===== config.mk =====
export PLATFORM = sky130hd
export DESIGN_NAME = iir_pole_serial
export DESIGN_NICKNAME = d
export VERILOG_FILES = /design/src/rtl/iir_pole_pkg.sv /design/src/rtl/iir_pole_sat.sv /design/src/rtl/iir_pole_serial.sv
export SDC_FILE = /design/constraint.sdc
export NUM_CORES = 1
export LEC_CHECK = 0
export ABC_AREA = 1
export BUFFER_PORTS_ARGS = -buffer_cell sky130_fd_sc_hd__buf_2
export CAP_MARGIN = 10
export CORE_UTILIZATION = 40
export DETAILED_ROUTE_END_ITERATION = 12
export PLACE_DENSITY = 0.57
export REMOVE_ABC_BUFFERS = 1
export SYNTH_ARGS = -nofsm -noshare
export SYNTH_HDL_FRONTEND = slang
export SYNTH_HIERARCHICAL = 1
export SYNTH_SLANG_ARGS = --single-unit

===== constraint.sdc =====
create_clock -name clk -period 13.9 [get_ports clk]
set_clock_uncertainty 0.1 [all_clocks]
set_input_delay 2.78 -clock clk [delete_from_list [all_inputs] [get_ports clk]]
set_output_delay 2.78 -clock clk [all_outputs]
set_load 0.005 [all_outputs]

===== src/rtl/iir_pole_pkg.sv =====
// Shared parameters, feedback coefficients and FSM encoding for the IIR pole section.
// Coefficients are Q9 (a0 = 512) and are subtracted from the accumulator.
package iir_pole_pkg;

    localparam int DW    = 21;
    localparam int CW    = 12;
    localparam int SHIFT = 9;
    localparam int AW    = 40;
    localparam int PW    = DW + CW;
    localparam int NTAPS = 7;

    typedef logic signed [CW-1:0] coef_t;
    typedef logic signed [DW-1:0] sample_t;

    typedef enum logic [1:0] {
        IDLE = 2'd0,
        MAC  = 2'd1,
        DONE = 2'd2
    } state_t;

    localparam sample_t SAT_MAX = {1'b0, {(DW-1){1'b1}}};
    localparam sample_t SAT_MIN = {1'b1, {(DW-1){1'b0}}};

    localparam coef_t A_COEF [1:NTAPS] = '{
        -12'sd1083, 12'sd1206, -12'sd746, 12'sd347, -12'sd101, 12'sd19, -12'sd2
    };

endpackage


===== src/rtl/iir_pole_sat.sv =====
// Scales the accumulator back to sample precision (arithmetic shift, floor rounding)
// and clamps it to the signed DW-bit range, flagging when a clamp happened.
module iir_pole_sat
    import iir_pole_pkg::*;
(
    input  logic signed [AW-1:0] acc,
    output logic signed [DW-1:0] y,
    output logic                 clamped
);

    localparam logic signed [AW-1:0] R_MAX = {{(AW-DW+1){1'b0}}, {(DW-1){1'b1}}};
    localparam logic signed [AW-1:0] R_MIN = {{(AW-DW+1){1'b1}}, {(DW-1){1'b0}}};

    logic signed [AW-1:0] r;

    assign r = acc >>> SHIFT;

    always_comb begin
        y       = r[DW-1:0];
        clamped = 1'b0;
        if (r > R_MAX) begin
            y       = SAT_MAX;
            clamped = 1'b1;
        end else if (r < R_MIN) begin
            y       = SAT_MIN;
            clamped = 1'b1;
        end
    end

endmodule


===== src/rtl/iir_pole_serial.sv =====
// Recursive section of the 7th-order IIR: one multiplier walks the seven feedback taps,
// nine clocks per sample (accept, seven MAC steps, output).
module iir_pole_serial
    import iir_pole_pkg::*;
(
    input  logic                 clk,
    input  logic                 rst,
    input  logic signed [DW-1:0] din,
    input  logic                 din_valid,
    output logic signed [DW-1:0] dout,
    output logic                 dout_valid,
    output logic                 busy,
    output logic                 sat_flag,
    output logic                 overrun_flag
);

    // Handshake: din_valid is a one-cycle strobe, taken only in IDLE; a strobe in any
    // other state is dropped and recorded in overrun_flag. dout_valid is a one-cycle
    // strobe with no back-pressure; dout holds between strobes.

    localparam logic [2:0] TAP_LAST = 3'(NTAPS);

    state_t               state;
    logic [2:0]           k;
    logic signed [AW-1:0] acc;
    logic signed [DW-1:0] y_hist [1:NTAPS];

    coef_t                tap_c;
    logic signed [DW-1:0] tap_y;
    logic signed [PW-1:0] prod;
    logic signed [DW-1:0] sat_y;
    logic                 sat_clamped;

    always_comb begin
        tap_c = '0;
        tap_y = '0;
        for (int i = 1; i <= NTAPS; i++) begin
            if (k == 3'(i)) begin
                tap_c = A_COEF[i];
                tap_y = y_hist[i];
            end
        end
    end

    assign prod = tap_c * tap_y;

    iir_pole_sat u_sat (
        .acc     (acc),
        .y       (sat_y),
        .clamped (sat_clamped)
    );

    always_ff @(posedge clk or posedge rst) begin
        if (rst) begin
            state        <= IDLE;
            k            <= '0;
            acc          <= '0;
            dout         <= '0;
            dout_valid   <= 1'b0;
            busy         <= 1'b0;
            sat_flag     <= 1'b0;
            overrun_flag <= 1'b0;
            for (int i = 1; i <= NTAPS; i++) y_hist[i] <= '0;
        end else begin
            dout_valid <= 1'b0;
            if (din_valid && state != IDLE) overrun_flag <= 1'b1;
            case (state)
                IDLE: begin
                    if (din_valid) begin
                        acc   <= AW'(din) <<< SHIFT;
                        k     <= 3'd1;
                        state <= MAC;
                        busy  <= 1'b1;
                    end
                end
                MAC: begin
                    acc <= acc - AW'(prod);
                    k   <= k + 3'd1;
                    if (k == TAP_LAST) state <= DONE;
                end
                DONE: begin
                    // History takes the clamped value so the loop stays bounded.
                    dout       <= sat_y;
                    dout_valid <= 1'b1;
                    sat_flag   <= sat_flag | sat_clamped;
                    for (int i = NTAPS; i >= 2; i--) y_hist[i] <= y_hist[i-1];
                    y_hist[1]  <= sat_y;
                    state      <= IDLE;
                    busy       <= 1'b0;
                end
                default: begin
                    state <= IDLE;
                    busy  <= 1'b0;
                end
            endcase
        end
    end

endmodule


==> results of run 1 <==
==> stage by stage <==
| stage | cells | area, um2 |
|---|---|---|
| 6_report | 3163 | 21500 |
| 3_3_place_gp | 3131 | 20800 |
| 5_1_grt | 3163 | 21500 |
| 3_5_place_dp | 3131 | 20800 |
| 4_1_cts | 3163 | 21500 |
| 2_1_floorplan | 2398 | 19600 |
==> layer usage <==
metal | up-vias | part of all wire [%] | global-route usage, %
li1 | 7627 | - | -
met1 | 7909 | 47 | 35.1
met2 | 458 | 45 | 38.3
met3 | 63 | 5.5 | 3.76
met4 | 0 | 1.8 | 5.21
met5 | - | 0 | 0
==> layout by cell type (no fill, tap or decap), drive strengths merged, types with 2 or more instances in the layout <==
cell type / netlist / final
o22ai: 8 / 8
o21ai: 241 / 241
nand3b: 2 / 2
a21boi: 2 / 2
o221ai: 2 / 2
nor2: 226 / 226
clkbuf: 80 / 17
or2: 7 / 7
clkinv: 5 / 10
xor2: 7 / 7
xnor2: 6 / 6
nand2: 479 / 479
inv: 577 / 584
ha: 96 / 96
a221oi: 2 / 2
nor4: 6 / 6
o21a: 3 / 3
a21o: 7 / 7
nor3: 6 / 6
bufinv: 0 / 3
a21oi: 82 / 82
dfrtp: 196 / 196
nand3: 52 / 52
o311ai: 20 / 20
a31oi: 13 / 13
buf: 36 / 69
o211ai: 71 / 71
o21bai: 6 / 6
fa: 268 / 268
nand4: 3 / 3
==> how the worst min path moves through the flow <==
stage,slack (ns),end,depth (start not counted)
6_report,0.36,sat_flag$_DFFE_PP0P_,1
5_1_grt,0.39,sat_flag$_DFFE_PP0P_,1
4_1_cts,0.36,sat_flag$_DFFE_PP0P_,1
3_5_place_dp,0.34,sat_flag$_DFFE_PP0P_,1
3_3_place_gp,0.33,sat_flag$_DFFE_PP0P_,1
2_1_floorplan,0.35,sat_flag$_DFFE_PP0P_,1
==> critical path, delay by kind of cell (launching register included) <==
family | cells | cell delay [ns]
AOI/OAI and AO/OA | 5 | 1.02
adders and majority gates | 8 | 4.29
buffers and inverters | 6 | 1.02
and+or+nand+nor | 10 | 2.25
DFF | 1 | 0.49
==> area by class of cell <==
type,count,area [um2]
inverter,582,2190
timing repair buffer,69,410
sequential,196,4900
clock inverter,15,229
tap,664,831
fill,5026,27800
clock buffer,17,425
multi-input combinational,1620,12500
==> logic make-up after synthesis <==
logic type	count (synthesis)	share of synthesized area [%]
adders and majority gates	364	32.6
xor gates and xnor gates	13	0.566
and+or+nand+nor	783	15.3
DFF	196	24.4
AOI/OAI and AO/OA	460	13.5
buffers and inverters	698	13.6
==> state kept, by name, summed over array words and instances (netlist names) <==
| name | count |
|---|---|
| sat_flag | 1 |
| busy | 1 |
| dout_valid | 1 |
| state | 2 |
| y_hist | 147 |
| k | 3 |
| acc | 40 |
| overrun_flag | 1 |
==> reports/qor.txt, run 1 <==
kind of critical path: reg -> reg
worst min path class: reg -> reg
Vias per Instance: 5.08
worst skew pair latency: 0.48 ns
DRT Wirelength: 57300 um
Syn Inst Count: 2514
arrival time worst endpoint: 9.57 ns
f_max: 0.107 GHz
first-pass GRT wire length: 95200 um
Post-synth EDFFs: 0
Async SR Flop Fraction: 100%
Post-CTS Setup Bufs: 0
CP startpoint: k[0]$_DFFE_PP0P_
Crit Path Max Fanout: 26
Tot GR Track Use: 24.3%
Finish-stage setup viols: 0
Area Overhead vs Synth: 6.82%
synth warn: 6
# resized after CTS: 0
setup_tns: 0 ns
Clock Tree Buf Depth: 2
Register-to-Register Path Depth: 29
share of the synthesized area in the top cell type: 26.7%
fin. max-slew vios: 0
FP Rows: 81
Core ar.: 49300 um2
fin nets: 2874
most numerous cell in the Yosys netlist: inv_1
vias in the first global route: 16.8k
sequential-to-total area share from yosys stat: 24.4%
post-route setup slack: 4.57 ns
Initial Util: 40.8%
synth top area cells: fa_1 27%, dfrtp_1 24%, inv_1 10%, nand2_1 8.9%, ha_1 6.0%
hold buffers post-CTS: 0
H-tree depth: 4
Final ANT Viol Nets: 0
PortBufs: 48
worst hold slack: 0.358 ns
DP Wirelength: 44600 um
Startpoint Class: register
gpl congestion: 0.903
RSZ-0062 raised after global routing: false
Root Driver: clkbuf_16
Syn Area/Cell: 8.00 um2
final hold vios: 0
number of remaining DRC errors: 0
Antenna diodes: 0
Cell variety after synth: 44
Slew @ Worst Pin: 1.11 ns
worst reg2reg startpoint: k[0]$_DFFE_PP0P_
vias after detailed routing: 16.1k
max-cap viol count: 0
Final Critical Period: 9.33 ns
WP data required: 14.14 ns
RR Endpoint: acc[38]$_DFFE_PP0P_
Util after Layout: 43.6%
clock transition at the registers of the reported paths: 0.10 ns
Yosys reg bits: 196
routed length per instance: 18.1 um
Crit. End Element: register
pre-CTS WS: 4.63 ns
TritonCTS clock tree: done
Slew headroom: 25.9%
share of cells above drive strength 1: 6.28%
status: finished, final reports clean
CP most frequent cell: fa_1
R2R setup slack: 4.57 ns
clk sink count: 196
CP max stage delay: 0.81 ns
Post-Syn Area: 20100 um2
largest net degree at the start of global routing: 212
die width: 226 um
DIE AREA: 51200 um2
Die Span Y: 226 um
most frequent cells after synthesis: 557 x inv_1, 475 x nand2_1, 268 x fa_1
Main synth FF type: dfrtp_1
Critical path destination: acc[38]$_DFFE_PP0P_
First DRT Iteration DRCs: 1414
grt ovf: 0
Num CTS Buffers: 17
Detailed Routing Iterations Pass 1: 6
io pins: 49
critical path's slowest cell: fa_1
initial antenna violation count: 0
Worst Min Path Start: sat_flag$_DFFE_PP0P_
cell taking the most area after synthesis: fa_1
final period utilization: 67.1%
Power of run 1 is not shown: default switching activity piles up to over one toggle a cycle in this logic, so the estimate is an artifact.
==> inputs of run 2 (changes only) <==
==> constraint.sdc (replaced) <==
create_clock -name clk -period 9 [get_ports clk]
set_clock_uncertainty 0.1 [all_clocks]
set_input_delay 1.8 -clock clk [delete_from_list [all_inputs] [get_ports clk]]
set_output_delay 1.8 -clock clk [all_outputs]
set_load 0.005 [all_outputs]
==> reports/qor.txt, run 2 (synthesis results as in run 1) <==
Final Critical Period: 8.39 ns (-0.943 ns)
CP max stage delay: 0.59 ns (-0.22 ns)
Largest register FFs: 147 (unchanged)
Slew headroom: 19.2% (-6.7 points)
Clock Tree Buf Depth: 2 (unchanged)
TritonCTS clock tree: done
Startpoint Class: register
fin nets: 2883 (+0.31%)
most frequent cells in the layout: 555 x inv_1, 475 x nand2_1, 268 x fa_1
worst hold slack: 0.355 ns (-0.00293 ns)
max-cap viol count: 0 (unchanged)
number of remaining DRC errors: 0 (unchanged)
Finish-stage setup viols: 0 (unchanged)
Post-CTS Setup Bufs: 0 (unchanged)
final period utilization: 93.2% (+26 points)
kind of critical path: reg -> reg
First DRT Iteration DRCs: 1495 (+5.7%)
commonest non-fill, non-tap cell in the layout: inv_1
arrival time worst endpoint: 8.67 ns (-0.90 ns)
hold buffers post-CTS: 0 (unchanged)
critical path's slowest cell: inv_1
WP data required: 9.28 ns (-4.86 ns)
FP Rows: 81 (unchanged)
vias in the first global route: 16.8k (+0.018%)
Vias per Instance: 5.13 (+0.97%)
routed length per instance: 17.7 um (-2.0%)
fin. max-slew vios: 0 (unchanged)
clk sink count: 196 (unchanged)
Tot GR Track Use: 23.8% (-0.50 points)
Initial Util: 40.8% (unchanged)
Antenna diodes: 0 (unchanged)
Top reg by flops: y_hist
Detailed Routing Iterations Pass 1: 7 (+1)
Slew @ Worst Pin: 1.21 ns (+0.101 ns)
RSZ-0062 raised after global routing: false
grt ovf: 0 (unchanged)
initial antenna violation count: 0 (unchanged)
DP Wirelength: 43700 um (-1.9%)
vias after detailed routing: 16.3k (+1.3%)
share of cells above drive strength 1: 6.66% (+0.38 points)
Crit. End Element: register
biggest regs: y_hist (147), acc (40), k (3)
status: finished, final reports clean
Num CTS Buffers: 17 (unchanged)
clock transition at the registers of the reported paths: 0.09 ns (about the same)
first-pass GRT wire length: 93400 um (-1.9%)
io pins: 49 (unchanged)
Die Span Y: 226 um (unchanged)
die width: 226 um (unchanged)
Final ANT Viol Nets: 0 (unchanged)
worst skew pair latency: 0.48 ns (about the same)
f_max: 0.119 GHz (+11%)
Area Overhead vs Synth: 7.03%
gpl congestion: 0.925 (+2.5%)
Crit Path Max Fanout: 22 (-15%)
PortBufs: 48 (unchanged)
largest net degree at the start of global routing: 213 (+0.47%)
Root Driver: clkbuf_16
final hold vios: 0 (unchanged)
DIE AREA: 51200 um2 (unchanged)
Core ar.: 49300 um2 (unchanged)
H-tree depth: 4 (unchanged)
DRT Wirelength: 56300 um (-1.7%)
worst min path class: reg -> reg
==> run 2: changes by cell type in the layout (fill, tap and decap cells not counted), sizes merged <==
cell    previous run  this run
inv              584       583
clkinv            10        12
bufinv             3         1
buf               69        78
clkbuf            17        18
==> run 2: routing by layer <==
metal  vias up  part of all wire, %  track usage [%]
li1       7650                    -                -
met1      8019                   46             34.5
met2       505                   44             36.3
met3        85                  6.5             3.77
met4         0                  2.6             7.28
met5         -                    0                0
==> run 2: cell type report <==
| type | count | area (um2) |
|---|---|---|
| Sequential cell | 196 | 4900 |
| Clock inverter | 14 | 183 |
| Inverter | 582 | 2190 |
| Tap cell | 664 | 831 |
| Fill cell | 5027 | 27700 |
| Clock buffer | 18 | 429 |
| Multi-Input combinational cell | 1620 | 12500 |
| Timing Repair Buffer | 78 | 490 |
==> run 2: critical path: cells and delay by family (launching register included) <==
kind            cells  cell delay, ns
simple gates       10            1.48
buf+inv             8            1.60
compound gates      4            0.56
flops               1            0.48
fa+ha+maj           9            4.08
==> run 2: stage by stage <==
step	util, %	instance area, um2	instances	setup WS (ns)	setup TNS (ns)
floorplan	-	19600	2398	-1.11	-48.18
global placement	42.5	20900	3140	0.660	0
detailed placement	42.5	20900	3140	0.531	0
CTS	43.7	21500	3172	0.498	0
global route	43.7	21500	3172	0.0648	0
finish	43.7	21500	3172	0.610	0
==> run 2: worst paths after layout <==
check                                          start                endpoint  slack [ns]  cells past startpoint
worst max-delay path                k[0]$_DFFE_PP0P_     acc[28]$_DFFE_PP0P_        0.61                     31
min in group asynchronous                        rst      acc[1]$_DFFE_PP0P_        1.38                      2
max in group asynchronous                        rst  y_hist[91]$_DFFE_PP0P_        5.78                      3
worst min-delay path            sat_flag$_DFFE_PP0P_    sat_flag$_DFFE_PP0P_        0.36                      1
worst max register to register      k[0]$_DFFE_PP0P_     acc[28]$_DFFE_PP0P_        0.61                     31
worst min register to register  sat_flag$_DFFE_PP0P_    sat_flag$_DFFE_PP0P_        0.36                      1
==> run 2: what timing repair did <==
| action | in CTS | in global routing |
|---|---|---|
| resized for setup | 0 | 3 |
| setup endpoints to repair | 0 | 3 |
| endpoints found under the hold margin | 0 | 0 |
Power of run 2 is left out for the same reason.
